`config.mk`:
```
export PLATFORM = sky130hd
export DESIGN_NAME = fetch_sequencer_flat
export DESIGN_NICKNAME = d
export VERILOG_FILES = /design/src/rtl/fetch_sequencer_if.sv /design/src/rtl/fetch_sequencer.sv /design/src/flat_wrapper.sv
export SDC_FILE = /design/constraint.sdc
export NUM_CORES = 1
export LEC_CHECK = 0
export ABC_AREA = 1
export CAP_MARGIN = 20
export CORE_ASPECT_RATIO = 1.2
export CORE_MARGIN = 2
export CORE_UTILIZATION = 50
export DETAILED_ROUTE_END_ITERATION = 8
export PLACE_DENSITY_LB_ADDON = 0.05
export SYNTH_ARGS = -nofsm -noshare
export SYNTH_HDL_FRONTEND = slang
export SYNTH_SLANG_ARGS = --single-unit
```
`constraint.sdc`:
```
create_clock -name clk -period 2.8 [get_ports clk]
set_input_delay 0.42 -clock clk [delete_from_list [all_inputs] [get_ports clk]]
set_output_delay 0.42 -clock clk [all_outputs]
set_load 0.05 [all_outputs]
```
`src/rtl/fetch_sequencer_if.sv`:
```
// Fetch-side handshake bundle.
//   imem_req_*  : one-at-a-time fetch request to instruction memory
//   imem_resp_* : read-data return, one pulse per accepted request
//   inst_*      : single-entry instruction buffer handed to decode
// master = the sequencer, slave = memory + decode side.
interface fetch_sequencer_if;
  logic        imem_req_valid;
  logic        imem_req_ready;
  logic [31:0] imem_req_addr;
  logic        imem_resp_valid;
  logic [31:0] imem_resp_data;
  logic        inst_valid;
  logic        inst_ready;
  logic [31:0] inst_data;
  logic [31:0] inst_pc;

  modport master (
    output imem_req_valid, imem_req_addr, inst_valid, inst_data, inst_pc,
    input  imem_req_ready, imem_resp_valid, imem_resp_data, inst_ready
  );

  modport slave (
    input  imem_req_valid, imem_req_addr, inst_valid, inst_data, inst_pc,
    output imem_req_ready, imem_resp_valid, imem_resp_data, inst_ready
  );
endinterface

```
`src/rtl/fetch_sequencer.sv`:
```
// IF-stage fetch sequencer.
// Issues one instruction-memory request at a time from the current PC,
// captures the returned word into a single-entry buffer for decode, and
// applies redirects (highest priority) and stalls (mask new requests only).
// Ports:
//   clk, reset          : clock, synchronous active-high reset
//   stall               : hold off new fetch requests
//   redirect_valid/addr : change fetch stream (addr[1:0] ignored)
//   fif (master)        : imem request/response + decode buffer handshake
//   redirect_count      : saturating count of redirect cycles
module fetch_sequencer #(
  parameter logic [31:0] RESET_PC = 32'h0000_0000,
  parameter int          CNT_W    = 16
) (
  input  logic                 clk,
  input  logic                 reset,
  input  logic                 stall,
  input  logic                 redirect_valid,
  input  logic [31:0]          redirect_addr,
  fetch_sequencer_if.master    fif,
  output logic [CNT_W-1:0]     redirect_count
);

  typedef enum logic [1:0] {REQ, WAIT, FULL} state_t;

  state_t      state_q, state_d;
  logic [31:0] pc_q, pc_d;
  logic        drop_q, drop_d;
  logic        inst_valid_q, inst_valid_d;
  logic [31:0] inst_data_q, inst_data_d;
  logic [31:0] inst_pc_q, inst_pc_d;
  logic        req_valid;
  logic [31:0] target;

  assign target = {redirect_addr[31:2], 2'b00};

  always_ff @(posedge clk) begin
    if (reset) begin
      state_q      <= REQ;
      pc_q         <= RESET_PC;
      drop_q       <= 1'b0;
      inst_valid_q <= 1'b0;
      inst_data_q  <= 32'h0;
      inst_pc_q    <= 32'h0;
    end else begin
      state_q      <= state_d;
      pc_q         <= pc_d;
      drop_q       <= drop_d;
      inst_valid_q <= inst_valid_d;
      inst_data_q  <= inst_data_d;
      inst_pc_q    <= inst_pc_d;
    end
  end

  always_comb begin
    state_d      = state_q;
    pc_d         = pc_q;
    drop_d       = drop_q;
    inst_valid_d = inst_valid_q;
    inst_data_d  = inst_data_q;
    inst_pc_d    = inst_pc_q;
    req_valid    = 1'b0;

    case (state_q)
      REQ: begin
        req_valid = !stall;
        if (req_valid && fif.imem_req_ready) begin
          state_d = WAIT;
          // Old-address request went out while redirecting: its data is stale.
          drop_d  = redirect_valid;
        end
        if (redirect_valid) pc_d = target;
      end

      WAIT: begin
        if (fif.imem_resp_valid) begin
          if (drop_q || redirect_valid) begin
            drop_d  = 1'b0;
            state_d = REQ;
          end else begin
            inst_data_d  = fif.imem_resp_data;
            inst_pc_d    = pc_q;
            inst_valid_d = 1'b1;
            pc_d         = pc_q + 32'd4;
            state_d      = FULL;
          end
        end else if (redirect_valid) begin
          // Response still in flight; mark it for discard when it lands.
          drop_d = 1'b1;
        end
        if (redirect_valid) pc_d = target;
      end

      FULL: begin
        // Redirect flushes the buffer even if decode takes it this cycle.
        if (redirect_valid) begin
          inst_valid_d = 1'b0;
          pc_d         = target;
          state_d      = REQ;
        end else if (fif.inst_ready) begin
          inst_valid_d = 1'b0;
          state_d      = REQ;
        end
      end

      default: state_d = REQ;
    endcase
  end

  always_ff @(posedge clk) begin
    if (reset)
      redirect_count <= '0;
    else if (redirect_valid && (redirect_count != {CNT_W{1'b1}}))
      redirect_count <= redirect_count + 1'b1;
  end

  assign fif.imem_req_valid = req_valid;
  assign fif.imem_req_addr  = pc_q;
  assign fif.inst_valid     = inst_valid_q;
  assign fif.inst_data      = inst_data_q;
  assign fif.inst_pc        = inst_pc_q;

endmodule

```
`src/flat_wrapper.sv`:
```
// flat-port wrapper written by rule: the top's interface ports become plain ports
module fetch_sequencer_flat 
#(
  parameter logic [31:0] RESET_PC = 32'h0000_0000,
  parameter int          CNT_W    = 16
)
  (clk, reset, stall, redirect_valid, redirect_addr, redirect_count, fif_imem_req_valid, fif_imem_req_addr, fif_inst_valid, fif_inst_data, fif_inst_pc, fif_imem_req_ready, fif_imem_resp_valid, fif_imem_resp_data, fif_inst_ready);
  fetch_sequencer_if fif_i ();
  input  logic clk;
  input  logic reset;
  input  logic stall;
  input  logic redirect_valid;
  input  logic [31:0] redirect_addr;
  output logic [CNT_W-1:0] redirect_count;
  output wire logic [$bits(fif_i.imem_req_valid)-1:0] fif_imem_req_valid;
  output wire logic [$bits(fif_i.imem_req_addr)-1:0] fif_imem_req_addr;
  output wire logic [$bits(fif_i.inst_valid)-1:0] fif_inst_valid;
  output wire logic [$bits(fif_i.inst_data)-1:0] fif_inst_data;
  output wire logic [$bits(fif_i.inst_pc)-1:0] fif_inst_pc;
  input wire logic [$bits(fif_i.imem_req_ready)-1:0] fif_imem_req_ready;
  input wire logic [$bits(fif_i.imem_resp_valid)-1:0] fif_imem_resp_valid;
  input wire logic [$bits(fif_i.imem_resp_data)-1:0] fif_imem_resp_data;
  input wire logic [$bits(fif_i.inst_ready)-1:0] fif_inst_ready;
  assign fif_imem_req_valid = fif_i.imem_req_valid;
  assign fif_imem_req_addr = fif_i.imem_req_addr;
  assign fif_inst_valid = fif_i.inst_valid;
  assign fif_inst_data = fif_i.inst_data;
  assign fif_inst_pc = fif_i.inst_pc;
  assign fif_i.imem_req_ready = fif_imem_req_ready;
  assign fif_i.imem_resp_valid = fif_imem_resp_valid;
  assign fif_i.imem_resp_data = fif_imem_resp_data;
  assign fif_i.inst_ready = fif_inst_ready;
  fetch_sequencer #(.RESET_PC(RESET_PC), .CNT_W(CNT_W)) u_core (.clk(clk), .reset(reset), .stall(stall), .redirect_valid(redirect_valid), .redirect_addr(redirect_addr), .fif(fif_i), .redirect_count(redirect_count));
endmodule
```
==> impl_results.html <==
<table>
<tr><th>Metric</th><th>Value</th></tr>
<tr><th colspan="2">Synthesis</th></tr>
<tr><td>Xor/xnor cell area share of the yosys netlist</td><td>1.742%</td></tr>
<tr><td>Proportion of netlist area held by the largest area contributor</td><td>40.54%</td></tr>
<tr><td>Number of enable flip-flop cells after synthesis</td><td>0</td></tr>
<tr><td>Post-Synthesis Cell Area</td><td>5530 sq um</td></tr>
<tr><td>Share of the synthesized area in compound gates (AO/OA/AOI/OAI)</td><td>16.15%</td></tr>
<tr><td>Number of synthesis warnings</td><td>0</td></tr>
<tr><td>Dominant combinational cell family by area after synthesis</td><td>simple AND/OR/NAND/NOR gates</td></tr>
<tr><td>Leading cell types by total area after synthesis</td><td>dfxtp_1, nand2_1, nor2_1, o21ai_0, a21oi_1</td></tr>
<tr><td>Synth Flop Type</td><td>dfxtp_1</td></tr>
<tr><td>Async set-reset flop share out of synthesis</td><td>0%</td></tr>
<tr><td>Number of register bits inferred by synthesis</td><td>112</td></tr>
<tr><td>Leading area contributor after synthesis</td><td>dfxtp_1</td></tr>
<tr><td>Mux cell area share after synthesis</td><td>0%</td></tr>
<tr><td>Area share of and/or/nand/nor cells after synthesis</td><td>32.38%</td></tr>
<tr><td>Adder-cell share of the synthesized area</td><td>0.4525%</td></tr>
<tr><td>Distinct cell type count after synthesis</td><td>36</td></tr>
<tr><td>Sequential fraction of the synthesis area</td><td>40.54%</td></tr>
<tr><td>Gate Count Post-Synth</td><td>833</td></tr>
<tr><td>Average footprint of a synthesized cell</td><td>6.639 sq um</td></tr>
<tr><th colspan="2">Finish</th></tr>
<tr><td>Number of fillers in the final layout</td><td>975</td></tr>
<tr><td>Fraction of layout cells with a size suffix above 1</td><td>5.020%</td></tr>
<tr><td>Most common library cell in the layout ignoring fill and taps</td><td>nand2_1</td></tr>
<tr><td>Area added between synthesis and finish</td><td>37.76%</td></tr>
<tr><td>Antenna Cells</td><td>0</td></tr>
<tr><td>Nets</td><td>1064</td></tr>
<tr><td>Most frequent cells in the layout</td><td>nand2_1, clkdlybuf4s50_1, nor2_1</td></tr>
<tr><th colspan="2">Timing</th></tr>
<tr><td>Final critical path time including I/O delays and setup</td><td>2.230 ns</td></tr>
<tr><td>Worst Tran Pin Value</td><td>1.040 ns</td></tr>
<tr><td>Accumulated negative setup slack</td><td>0 ns</td></tr>
<tr><td>Hold Fails Final Rpt</td><td>0</td></tr>
<tr><td>Max-slew violation count</td><td>0</td></tr>
<tr><td>Number of failing setup endpoints in the final timing report</td><td>0</td></tr>
<tr><td>Hold_ws</td><td>0.4840 ns</td></tr>
<tr><td>Final clock period utilization by the worst path</td><td>79.66%</td></tr>
<tr><td>Unrepaired setup endpoints after global routing</td><td>false</td></tr>
<tr><td>Highest clock rate</td><td>448.3 MHz</td></tr>
<tr><td>Relative slew slack</td><td>30.66%</td></tr>
<tr><td>Clock skew after layout</td><td>0.009960 ns</td></tr>
<tr><th colspan="2">Power and ir drop</th></tr>
<tr><td>Peak supply drop</td><td>0.3818 mV</td></tr>
<tr><td>Static power due to leakage</td><td>2.744 nW</td></tr>
<tr><td>Sw Share</td><td>28.94%</td></tr>
<tr><td>Overall power consumption</td><td>0.003816 W</td></tr>
<tr><td>Part of the power in the clock network</td><td>36.1%</td></tr>
<tr><td>Internal power</td><td>0.002712 W</td></tr>
<tr><td>Switching Power</td><td>0.001104 W</td></tr>
<tr><td>Power per cell area</td><td>500.9 nW/um^2</td></tr>
<tr><td>Share of total power in sequential cells</td><td>45.2%</td></tr>
<tr><td>Part of the total power dissipated in combinational logic</td><td>18.6%</td></tr>
<tr><th colspan="2">Clock tree</th></tr>
<tr><td>Resized cells post-CTS</td><td>0</td></tr>
<tr><td>Clock latency of the later-clocked register in the worst-skew pair</td><td>0.35 ns</td></tr>
<tr><td>CTS H-tree lvls</td><td>3</td></tr>
<tr><td>CTS max path bufs</td><td>2</td></tr>
<tr><td>CTS clk-pin slew, worst paths</td><td>0.07 ns</td></tr>
<tr><td>Number of clock buffers inserted by TritonCTS</td><td>9</td></tr>
<tr><td>Post-CTS repair timing setup buffer count</td><td>0</td></tr>
<tr><td>Clk sinks</td><td>112</td></tr>
<tr><td>CTS root buf</td><td>clkbuf_16</td></tr>
<tr><td>Clock tree from TritonCTS</td><td>yes</td></tr>
<tr><td>Cts-stage hold buffer count</td><td>0</td></tr>
<tr><th colspan="2">Floorplan</th></tr>
<tr><td>Number of rows created at floorplan</td><td>42</td></tr>
<tr><td>Starting Density</td><td>50.60%</td></tr>
<tr><td>Die Span X</td><td>100.0 um</td></tr>
<tr><td>Chip Height</td><td>119.2 um</td></tr>
<tr><td>Floorplan die area</td><td>11920 sq um</td></tr>
<tr><td>I/O pins</td><td>185</td></tr>
<tr><td>Core Box Area</td><td>10930 sq um</td></tr>
<tr><th colspan="2">Detailed routing</th></tr>
<tr><td>Detailed-routing iteration count for the pre-antenna-repair pass</td><td>5</td></tr>
<tr><td>Average wire length per cell after detail routing</td><td>14.13 um</td></tr>
<tr><td>Detail Route Antenna Nets</td><td>0</td></tr>
<tr><td>Total Routed Length</td><td>15940 um</td></tr>
<tr><td>Via count</td><td>5914</td></tr>
<tr><td>Vias per inst</td><td>5.243</td></tr>
<tr><td>Drt first-iter violations</td><td>356</td></tr>
<tr><td>Detailed-route DRC error count</td><td>0</td></tr>
<tr><th colspan="2">Worst setup path</th></tr>
<tr><td>Data arrival, critical path</td><td>1.81 ns</td></tr>
<tr><td>Required time worst endpoint</td><td>2.38 ns</td></tr>
<tr><td>Launching element type of the critical path</td><td>input port</td></tr>
<tr><td>Setup crit end kind</td><td>output pin</td></tr>
<tr><td>Worst-path maximum fanout</td><td>2</td></tr>
<tr><td>Critical path class</td><td>in -&gt; out</td></tr>
<tr><th colspan="2">Global route</th></tr>
<tr><td>Number of global-route vias before repair</td><td>5523</td></tr>
<tr><td>Largest net degree at the start of global routing</td><td>73</td></tr>
<tr><td>Total Routing Usage GR</td><td>26.79%</td></tr>
<tr><td>Congestion Overflow GR</td><td>0</td></tr>
<tr><td>Antenna violations before repair</td><td>0</td></tr>
<tr><td>First-pass GRT wire length</td><td>26270 um</td></tr>
<tr><th colspan="2">Job</th></tr>
<tr><td>Count of maximum capacitance violations</td><td>0</td></tr>
<tr><th colspan="2">Placed design</th></tr>
<tr><td>Sum of net half-perimeters after detailed placement</td><td>11550 um</td></tr>
<tr><td>Placer congestion estimate</td><td>0.9387</td></tr>
<tr><td># port buffers</td><td>178</td></tr>
<tr><th colspan="2">Hold path</th></tr>
<tr><td>Class of the most critical hold timing path</td><td>reg -&gt; reg</td></tr>
<tr><th colspan="2">Outcome</th></tr>
<tr><td>Status</td><td>completed</td></tr>
</table>
critical path, stage by stage:
cell and delay, ns:
clkdlybuf4s50_1 0.42, nor3_1 0.14, clkdlybuf4s50_1 0.83
synth_stat cells (5+ instances only):
cell / instances
a21oi_1: 62
a21oi_2: 9
buf_2: 9
buf_4: 8
buf_6: 7
clkbuf_1: 15
dfxtp_1: 112
inv_1: 55
nand2_1: 193
nand3_1: 41
nand4_1: 9
nor2_1: 175
nor3_1: 10
o21ai_0: 80
o21ai_1: 7
xnor2_1: 5
xor2_1: 6
metrics by stage:
step | setup WS (ns) | utilization (%) | instance area [sq um] | cells
global placement | 0.5742 | 66.83 | 7305 | 1112
finish | 0.5695 | 69.70 | 7619 | 1128
CTS | 0.5687 | 69.70 | 7619 | 1128
detailed placement | 0.5657 | 66.83 | 7305 | 1112
floorplan | 0.8716 | - | 5542 | 836
global route | 0.4560 | 69.70 | 7619 | 1128
layer usage:
layer / vias up / track usage (%) / wire [um]
met1: 2696 / 34.89 / 6819
met2: 215 / 45.06 / 7712
li1: 2978 / - / -
met4: 0 / 7.791 / 308
met3: 25 / 5.106 / 1100
met5: - / 0 / 0
logic make-up (layout without fill, tap and decap cells):
logic type | count (synthesis) | count (layout)
adders and majority gates | 2 | 2
xor gates and xnor gates | 11 | 11
buffers and inverters | 102 | 262
AOI/OAI and AO/OA | 166 | 166
other | 1 | 4
and+or+nand+nor | 439 | 439
DFF | 112 | 112
area by class of cell:
cell class	instances	area [sq um]	area share [%]
clock buffers	12	236.5	3.104
clock inverters	4	77.57	1.018
inverters	60	227.7	2.989
multi-input cells	622	2820	37.02
flip-flops and latches	112	2242	29.43
well taps	132	165.2	2.168
repair buffers	186	1849	24.27
flip-flops by register name, indices dropped and copies added, names as in the netlist:
| signal | count |
|---|---|
| u_core.drop_q | 1 |
| u_core.fif.inst_data | 32 |
| u_core.state_q | 2 |
| u_core.fif.inst_pc | 30 |
| u_core.fif.inst_valid | 1 |
| u_core.fif.imem_req_addr | 30 |
| u_core.redirect_count | 16 |
power groups by stage:
stage	clock network (W)	registers (W)	logic [W]
CTS	0.00140	0.00172	0.000713
detailed placement	0	0.00176	0.000710
global placement	0	0.00176	0.000699
global route	0.00147	0.00174	0.000765
floorplan	0	0.00195	0.000251
finish	0.00138	0.00173	0.000712
path summary, 6_finish.rpt:
kind / from / endpoint / slack (ns) / cells after the start
setup / recovery: stall / fif_imem_req_valid / 0.57 / 3
hold / removal: u_core.fif.inst_data[19] / u_core.fif.inst_data[19] / 0.48 / 2
hold reg to reg: u_core.fif.inst_data[19] / u_core.fif.inst_data[19] / 0.48 / 2
setup reg to reg: u_core.fif.imem_req_addr[3] / u_core.fif.imem_req_addr[22] / 0.97 / 10
Power figures use the tool's default switching activity.
